### src/rtl/ifu_pkg.sv
// Shared SoC fetch definitions: word width, IFU state and buffer entry.
// Imported by the fetch unit and its instruction buffer.
package ifu_pkg;

  localparam int XLEN = 32;

  localparam logic [XLEN-1:0] RESET_PC_DEFAULT = 32'h8000_0000;

  typedef enum logic [1:0] {
    IDLE,
    RUN,
    HALTED
  } ifu_state_e;

  typedef struct packed {
    logic [XLEN-1:0] pc;
    logic [XLEN-1:0] inst;
  } fetch_entry_t;

endpackage

### src/rtl/fetch_fifo.sv
// Instruction buffer holding {pc, inst} pairs between memory and decoder.
// Push and pop may coincide even when full; flush empties it at once.
module fetch_fifo
  import ifu_pkg::*;
#(
  parameter int DEPTH = 2
) (
  input  logic                       clock,
  input  logic                       reset,
  input  logic                       push,
  input  fetch_entry_t               push_data,
  input  logic                       pop,
  input  logic                       flush,
  output fetch_entry_t               head,
  output logic [$clog2(DEPTH):0]     count,
  output logic                       full,
  output logic                       empty
);

  localparam int AW = $clog2(DEPTH);
  localparam int CW = AW + 1;

  fetch_entry_t mem [DEPTH];

  logic [AW-1:0] wr_ptr;
  logic [AW-1:0] rd_ptr;
  logic          do_push;
  logic          do_pop;

  assign empty   = (count == '0);
  assign full    = (count == CW'(DEPTH));
  assign do_pop  = pop && !empty;
  assign do_push = push && (!full || do_pop);

  // Empty head reads as zero so nothing stale leaks to the decoder.
  assign head = empty ? '0 : mem[rd_ptr];

  always_ff @(posedge clock) begin
    if (do_push && !flush) begin
      mem[wr_ptr] <= push_data;
    end
  end

  always_ff @(posedge clock or negedge reset) begin
    if (!reset) begin
      wr_ptr <= '0;
      rd_ptr <= '0;
      count  <= '0;
    end else if (flush) begin
      wr_ptr <= '0;
      rd_ptr <= '0;
      count  <= '0;
    end else begin
      if (do_push) begin
        wr_ptr <= wr_ptr + AW'(1);
      end
      if (do_pop) begin
        rd_ptr <= rd_ptr + AW'(1);
      end
      unique case ({do_push, do_pop})
        2'b10:   count <= count + CW'(1);
        2'b01:   count <= count - CW'(1);
        default: ;
      endcase
    end
  end

endmodule

### src/rtl/ifu.sv
// Instruction fetch unit: issues word fetches under a credit limit and
// buffers in-order responses with their pc for the decoder.
module ifu
  import ifu_pkg::*;
#(
  parameter logic [XLEN-1:0] RESET_PC   = RESET_PC_DEFAULT,
  parameter int              FIFO_DEPTH = 2
) (
  input  logic            clock,
  input  logic            reset,
  output logic            imem_req_valid,
  input  logic            imem_req_ready,
  output logic [XLEN-1:0] imem_req_addr,
  input  logic            imem_resp_valid,
  input  logic [XLEN-1:0] imem_resp_data,
  output logic            inst_valid,
  input  logic            inst_ready,
  output logic [XLEN-1:0] inst,
  output logic [XLEN-1:0] inst_pc,
  input  logic            redirect,
  input  logic [XLEN-1:0] redirect_pc,
  input  logic            halt
);

  localparam int CW = $clog2(FIFO_DEPTH) + 1;
  localparam int IW = CW + 1;

  ifu_state_e state;
  ifu_state_e state_nxt;

  logic [XLEN-1:0] pc;
  logic [XLEN-1:0] resp_pc;
  logic [CW-1:0]   outstanding;
  logic [CW-1:0]   out_nxt;
  logic [CW-1:0]   drop_cnt;
  logic [CW-1:0]   fifo_count;
  logic [IW-1:0]   inflight;
  logic            req_fire;
  logic            redir_take;
  logic            push;
  logic            full;
  logic            empty;
  fetch_entry_t    head;
  fetch_entry_t    push_data;

  always_comb begin
    state_nxt = state;
    unique case (state)
      IDLE:    state_nxt = RUN;
      RUN:     if (halt) state_nxt = HALTED;
      HALTED:  state_nxt = HALTED;
      default: state_nxt = IDLE;
    endcase
  end

  always_ff @(posedge clock or negedge reset) begin
    if (!reset) begin
      state <= IDLE;
    end else begin
      state <= state_nxt;
    end
  end

  // Credit: requests in flight plus buffered entries never exceed depth.
  assign inflight = IW'(outstanding) + IW'(fifo_count);

  assign redir_take = (state == RUN) && redirect && !halt;

  assign imem_req_valid = (state == RUN) && !redirect && !halt &&
                          !full && (inflight < IW'(FIFO_DEPTH));
  assign imem_req_addr  = pc;
  assign req_fire       = imem_req_valid && imem_req_ready;

  assign out_nxt = outstanding + CW'(req_fire) - CW'(imem_resp_valid);

  assign push = imem_resp_valid && (drop_cnt == '0) && !redir_take;

  assign push_data = '{pc: resp_pc, inst: imem_resp_data};

  always_ff @(posedge clock or negedge reset) begin
    if (!reset) begin
      pc          <= RESET_PC;
      resp_pc     <= RESET_PC;
      outstanding <= '0;
      drop_cnt    <= '0;
    end else begin
      outstanding <= out_nxt;
      if (redir_take) begin
        pc       <= redirect_pc & ~32'h3;
        resp_pc  <= redirect_pc & ~32'h3;
        drop_cnt <= out_nxt;
      end else begin
        if (req_fire) begin
          pc <= pc + 32'd4;
        end
        if (push) begin
          resp_pc <= resp_pc + 32'd4;
        end
        if (imem_resp_valid && drop_cnt != '0) begin
          drop_cnt <= drop_cnt - CW'(1);
        end
      end
    end
  end

  fetch_fifo #(
    .DEPTH(FIFO_DEPTH)
  ) u_fifo (
    .clock    (clock),
    .reset    (reset),
    .push     (push),
    .push_data(push_data),
    .pop      (inst_ready),
    .flush    (redir_take),
    .head     (head),
    .count    (fifo_count),
    .full     (full),
    .empty    (empty)
  );

  assign inst_valid = !empty;
  assign inst       = head.inst;
  assign inst_pc    = head.pc;

endmodule

### config.mk
export PLATFORM = sky130hd
export DESIGN_NAME = ifu
export DESIGN_NICKNAME = d
export VERILOG_FILES = /design/src/rtl/ifu_pkg.sv /design/src/rtl/fetch_fifo.sv /design/src/rtl/ifu.sv
export SDC_FILE = /design/constraint.sdc
export NUM_CORES = 1
export LEC_CHECK = 0
export ABC_AREA = 1
export CAP_MARGIN = 30
export CORE_ASPECT_RATIO = 1.5
export CORE_UTILIZATION = 40
export CTS_BUF_LIST = sky130_fd_sc_hd__clkbuf_8
export DETAILED_ROUTE_END_ITERATION = 10
export GPL_TIMING_DRIVEN = 0
export HOLD_SLACK_MARGIN = 0.03
export MAX_ROUTING_LAYER = met4
export PLACE_DENSITY = 0.68
export SKIP_CTS_REPAIR_TIMING = 1
export SLEW_MARGIN = 20
export SYNTH_ARGS = -nofsm -noshare
export SYNTH_HDL_FRONTEND = slang
export SYNTH_SLANG_ARGS = --single-unit
### constraint.sdc
create_clock -name clock -period 4.3 [get_ports clock]
set_input_delay 0.86 -clock clock [delete_from_list [all_inputs] [get_ports clock]]
set_output_delay 0.86 -clock clock [all_outputs]
set_load 0.01 [all_outputs]
======== Word level (Yosys, flattened, before mapping) ========
Memory sizes are Yosys's and may differ from the RTL's.
Index checks and enable logic that the tools add are counted.
storage, ports and cells
  bits in registers ....................... 74
  RAM bits ................................ 128
  memories kept ........................... 1
memory list
  name        depth  bits a word  read ports  clocked after Yosys merged registers in  wr ports  RTL line          RTL
  u_fifo.mem  2      64           1           0                                        1         fetch_fifo.sv:23  fetch_entry_t mem [DEPTH];
operators by class
  $add $sub $neg .......................... 10
  magnitude comparators ................... 1
  equality and inequality tests ........... 6
  multiplexer cells ....................... 17
  reductions and logical operators ........ 29
operator list
  kind                     count
  $mux W32                 4
  $add A32 B3 Y32 const B  2
  $mux W64                 1
  $logic_and A1 B1 Y1      13
  $reduce_bool A2 Y1       6
  $mux W2                  4
  $eq A2 B2 Y1 const B     3
  $logic_not A2 Y1         3
  $mux W1                  6
  $pmux W2 S3              1
  $logic_not A1 Y1         5
  $eq A2 B1 Y1 const B     2
  $pmux W2 S2              1
  $sub A2 B1 Y2 const B    2
  $add A2 B2 Y3            1
  $lt A3 B2 Y1 const B     1
  $reduce_bool A3 Y1       1
  $add A1 B1 Y1 const B    2
  $add A2 B1 Y2            1
  $add A2 B1 Y2 const B    1
  $ne A2 B2 Y1 const B     1
  $sub A2 B1 Y2            1
  $logic_or A1 B1 Y1       1

======== Depth between registers and ports, before layout ========
  depth after elaboration ................. 9
  gate-level depth with buffers ........... 14
  depth with buffers taken out ............ 14

======== By module ========
Synthesis repeated with hierarchy kept, for this count alone.
second synthesis, totals
  cell total of the unflattened synthesis .. 1143
  area total of the unflattened synthesis .. 10088.4 um2
by module, submodules not included
  module      times used  cells an instance  area an instance (um2)
  fetch_fifo  1           381                5226.3
  ifu         1           762                4862.2

======== Least setup slack after synthesis ========
No wires, ideal clock.
  path type ............................... input-to-reg
  start ................................... input port redirect
  end ..................................... memory u_fifo.mem[0][0] (netlist name), enable pin
  arrival ................................. 3959 ps
  data required time ...................... 3818 ps
  setup slack ............................. -141 ps
  stages .................................. 6
  path through ............................ nand2_1 > nor2_4 > buf_6 > nor2_1 > o21ai_2 > nor2_1
on the way
  word-level cells in the longest chain between the ends .. 8
RTL lines
  item                                  RTL line                     RTL
  start, declared                       ifu.sv:20                    input logic redirect,
  $logic_and A1 B1 Y1 (*) (2 in a row)  ifu.sv:67                    assign redir_take = (state == RUN) && redirect && !halt;
  $logic_not A1 Y1 (*)                  fetch_fifo.sv:39, ifu.sv:76
  $logic_and A1 B1 Y1                   ifu.sv:76                    assign push = imem_resp_valid && (drop_cnt == '0) && !redir_take;
  $logic_and A1 B1 Y1                   fetch_fifo.sv:33             assign do_push = push && (!full || do_pop);
  $logic_and A1 B1 Y1 (*)               fetch_fifo.sv:39             if (do_push && !flush) begin
  $mux W1 (*)                           fetch_fifo.sv:39
  $mux W1 (implied by the code) (*)     fetch_fifo.sv:40             mem[wr_ptr] <= push_data;
  end, declared                         fetch_fifo.sv:23
Every way passes the cells marked *; elsewhere a longest branch is shown, timed or not.

======== Worst setup path in the final report ========
  start ................................... register u_fifo.rd_ptr
  end ..................................... output port inst_pc[21]
on the way
  word-level cells in the longest chain between the ends .. 2
RTL lines
  item                    RTL line          RTL
  start, declared         fetch_fifo.sv:26  logic [AW-1:0] rd_ptr;
  start signal, assigned  fetch_fifo.sv:58  rd_ptr <= rd_ptr + AW'(1);
  $mem_v2 Z2 W64          n/a
  $mux W64                fetch_fifo.sv:36  assign head = empty ? '0 : mem[rd_ptr];
  end, declared           ifu.sv:19         output logic [XLEN-1:0] inst_pc,
Every way passes these cells.

==> impl_metrics.env <==
export IMPL_slew_viol_final=0
export IMPL_netlist_top_cells_count="393 x nand2_1, 148 x nor2_1, 124 x edfxtp_1"
export IMPL_timing_rr_end="drop_cnt[1]$_DFFE_PN0P_"
export IMPL_crit_required_ns=3.44
export IMPL_r2r_cells=14
export IMPL_outcome="finished clean"
export IMPL_post_route_cells_drive_above_1_share_pct=7.69
export IMPL_pwr_share_comb_pct=44.2
export IMPL_synthArstFlopShare_pct=36.1
export IMPL_multi_input_area_sq_um=3730
export IMPL_synthCells=1136
export IMPL_cp_max_fo=10
export IMPL_dpl_cell_count=1626
export IMPL_grt_max_degree=37
export IMPL_avgRoutedWirePerCell_um=17.1
export IMPL_cts_tree="done"
export IMPL_vias=8395
export IMPL_cts_max_path_buffers=2
export IMPL_power_per_cell_area_nw_per_um2=609
export IMPL_yosys_area_top_type="edfxtp_1"
export IMPL_crit_arrival_ns=2.66
export IMPL_maxCapViolations=0
export IMPL_overflow=0
export IMPL_port_buffers=162
export IMPL_clk_pin_slew_ns=0.11
export IMPL_criticalPathCategory="reg -> out"
export IMPL_syn_area_sq_um=9720
export IMPL_slowest_delay_ns=0.56
export IMPL_power_internal_mw=4.45
export IMPL_post_route_period_util_pct=81.9
export IMPL_first_iter_violations=449
export IMPL_endpoint_kind="primary output"
export IMPL_startpoint_type="flop"
export IMPL_firstDrtPassIters=5
export IMPL_fill_cells=2264
export IMPL_antenna_found_initial=0
export IMPL_timing_slew_headroom_pct=42.0
export IMPL_seq_power_share_pct=40.1
export IMPL_synth_cell_type_count=45
export IMPL_first_global_vias=8241
export IMPL_seqCellArea_sq_um=5480
export IMPL_clock_sinks=194
export IMPL_yosys_warnings=0
export IMPL_final_core_util_pct=51.6
export IMPL_crit_slowest_cell="clkdlybuf4s50_1"
export IMPL_syn2layout_area_growth_pct=26.1
export IMPL_cp_common_cell="clkbuf_1"
export IMPL_cts_buffers=17
export IMPL_path_cells="clkbuf_1 -> clkbuf_1 -> nand2_1 -> a21oi_1 -> clkdlybuf4s50_1"
export IMPL_drc=0
export IMPL_synth_ff_type="edfxtp_1"
export IMPL_rsz0062_at_grt="no"
export IMPL_power_switching_fraction_pct=40.4
export IMPL_dieArea_sq_um=24900
export IMPL_finClkSkew_ns=0.0167
export IMPL_diodes=0
export IMPL_core_area_sq_um=23700
export IMPL_worst_pin_slew_ns=0.863
export IMPL_worstReg2RegStart="u_fifo.count[0]$_DFFE_PN0P_"
export IMPL_die_height_um=193
export IMPL_antenna_left=0
export IMPL_p_switching_mw=3.02
export IMPL_synth_seq_area_share_pct=56.4
export IMPL_synthTopCellsByArea="edfxtp_1 38%, dfrtp_1 18%, nand2_1 15%, nor2_1 5.7%, a21oi_1 5.0%"
export IMPL_num_rows=69
export IMPL_ios=169
export IMPL_yosysMostFrequentCell="nand2_1"
export IMPL_finalWirelength_um=28300
export IMPL_grt_first_pass_wirelength_um=43600
export IMPL_gp_congestion=1.02
export IMPL_layout_setup_ws_ns=0.778
export IMPL_hold_violations=0
export IMPL_synth_edf_count=124
export IMPL_clk_insertion_delay_late_ns=0.49
export IMPL_hold_path_class="in -> async"
export IMPL_syn_area_per_cell_sq_um=8.55
export IMPL_fmax_ghz=0.284
export IMPL_fin_nets=1405
export IMPL_clock_power_share_pct=15.7
export IMPL_synth_top_area_share_pct=38.3
export IMPL_via_per_inst=5.06
export IMPL_fin_cells=1658
export IMPL_ir_drop_uv=215
export IMPL_crit_end="inst_pc[21]"
export IMPL_dieWidth_um=129
export IMPL_finalSetupViolCount=0
export IMPL_pre_cts_ws_ns=1.15
export IMPL_cts_max_level=4
export IMPL_cts_root_buffer="clkbuf_8"
export IMPL_holdWs_ns=0.317
export IMPL_r2r_slack_ns=1.65
export IMPL_initial_utilization_pct=40.9
export IMPL_grt_usage_pct=24.4
export IMPL_yosys_register_bits=194
export IMPL_critPathLaunch="u_fifo.rd_ptr$_DFFE_PN0P_"
export IMPL_leakage_nw=4.86
export IMPL_hpwl_um=21600
export IMPL_min_period_ns=3.52
[flip-flops by register name, indices dropped and copies added (netlist names)]
signal and cells:
u_fifo.mem 124, imem_req_addr 30, resp_pc 30, drop_cnt 2, outstanding 2, state 2, u_fifo.count 2, u_fifo.rd_ptr 1
u_fifo.wr_ptr 1
[per-stage QoR]
step	setup TNS [ns]	total power [mW]	instance area, sq um
finish	0	7.47	12300
global route	0	8.00	12300
CTS	0	7.54	12300
global placement	-291.31	6.27	11800
detailed placement	0	6.36	11900
floorplan	-17.54	4.67	9730
[layer usage]
| metal | GRT usage, % | routed length [um] | share of wire (%) |
|---|---|---|---|
| met4 | 15.3 | 1580 | 5.6 |
| met1 | 25.2 | 10500 | 37 |
| met5 | - | 0 | 0 |
| met3 | 3.74 | 1240 | 4.4 |
| met2 | 43.1 | 15000 | 53 |
[how the worst min path moves through the flow]
| stage | end | slack [ns] | depth (start not counted) |
|---|---|---|---|
| floorplan | u_fifo.wr_ptr$_DFFE_PN0P_ | 0.48 | 1 |
| global placement | u_fifo.wr_ptr$_DFFE_PN0P_ | 0.50 | 1 |
| detailed placement | imem_req_addr[31]$_DFFE_PN1P_ | 0.51 | 2 |
| CTS | imem_req_addr[7]$_DFFE_PN0P_ | 0.31 | 1 |
| global route | imem_req_addr[7]$_DFFE_PN0P_ | 0.33 | 1 |
| finish | imem_req_addr[7]$_DFFE_PN0P_ | 0.32 | 1 |
[critical path: cells and delay by family, from the launching register on]
kind                   cells  cell delay (ns)
AO/OA/AOI/OAI              1             0.19
buffers and inverters      3             1.51
flip-flops                 1             0.37
AND/OR/NAND/NOR            1             0.10
[cells in the final DEF (no fill, tap or decap), types with 11 or more instances in the layout]
| cell type | instances |
|---|---|
| buf_4 | 12 |
| nand3_1 | 74 |
| a21oi_1 | 98 |
| clkdlybuf4s50_1 | 161 |
| clkbuf_8 | 17 |
| o21ai_0 | 14 |
| dfrtp_1 | 68 |
| clkbuf_1 | 18 |
| inv_1 | 72 |
| nand2_1 | 393 |
| edfxtp_1 | 124 |
| o211ai_1 | 13 |
| nor3_1 | 11 |
| nor2_1 | 146 |
[cell type report]
class | count | area share [%]
Buffer | 45 | 1.98
Clock buffer | 17 | 1.91
Clock inverter | 15 | 1.21
Inverter | 78 | 2.41
Multi-Input combinational cell | 822 | 30.4
Sequential cell | 194 | 44.7
Tap cell | 319 | 3.26
Timing Repair Buffer | 168 | 14.1
[power groups by stage]
stage                     clock network [mW]  registers, mW  logic [mW]
after global routing                    1.27           3.06        3.67
after global placement                     0           3.04        3.24
final                                   1.17           2.99        3.30
after floorplan                            0           2.93        1.74
after detailed placement                   0           3.02        3.33
after CTS                               1.20           2.99        3.35
[cells by family (layout without fill, tap and decap cells)]
family	after synthesis	after routing	synth area share, %
DFF	194	194	56.4
other	1	4	0.0386
and+or+nand+nor	654	654	27.6
xor gates and xnor gates	7	7	0.631
adders and majority gates	8	8	1.11
buffers and inverters	123	323	5.54
AOI/OAI and AO/OA	149	149	8.68
(Power assumes the default switching activity.)
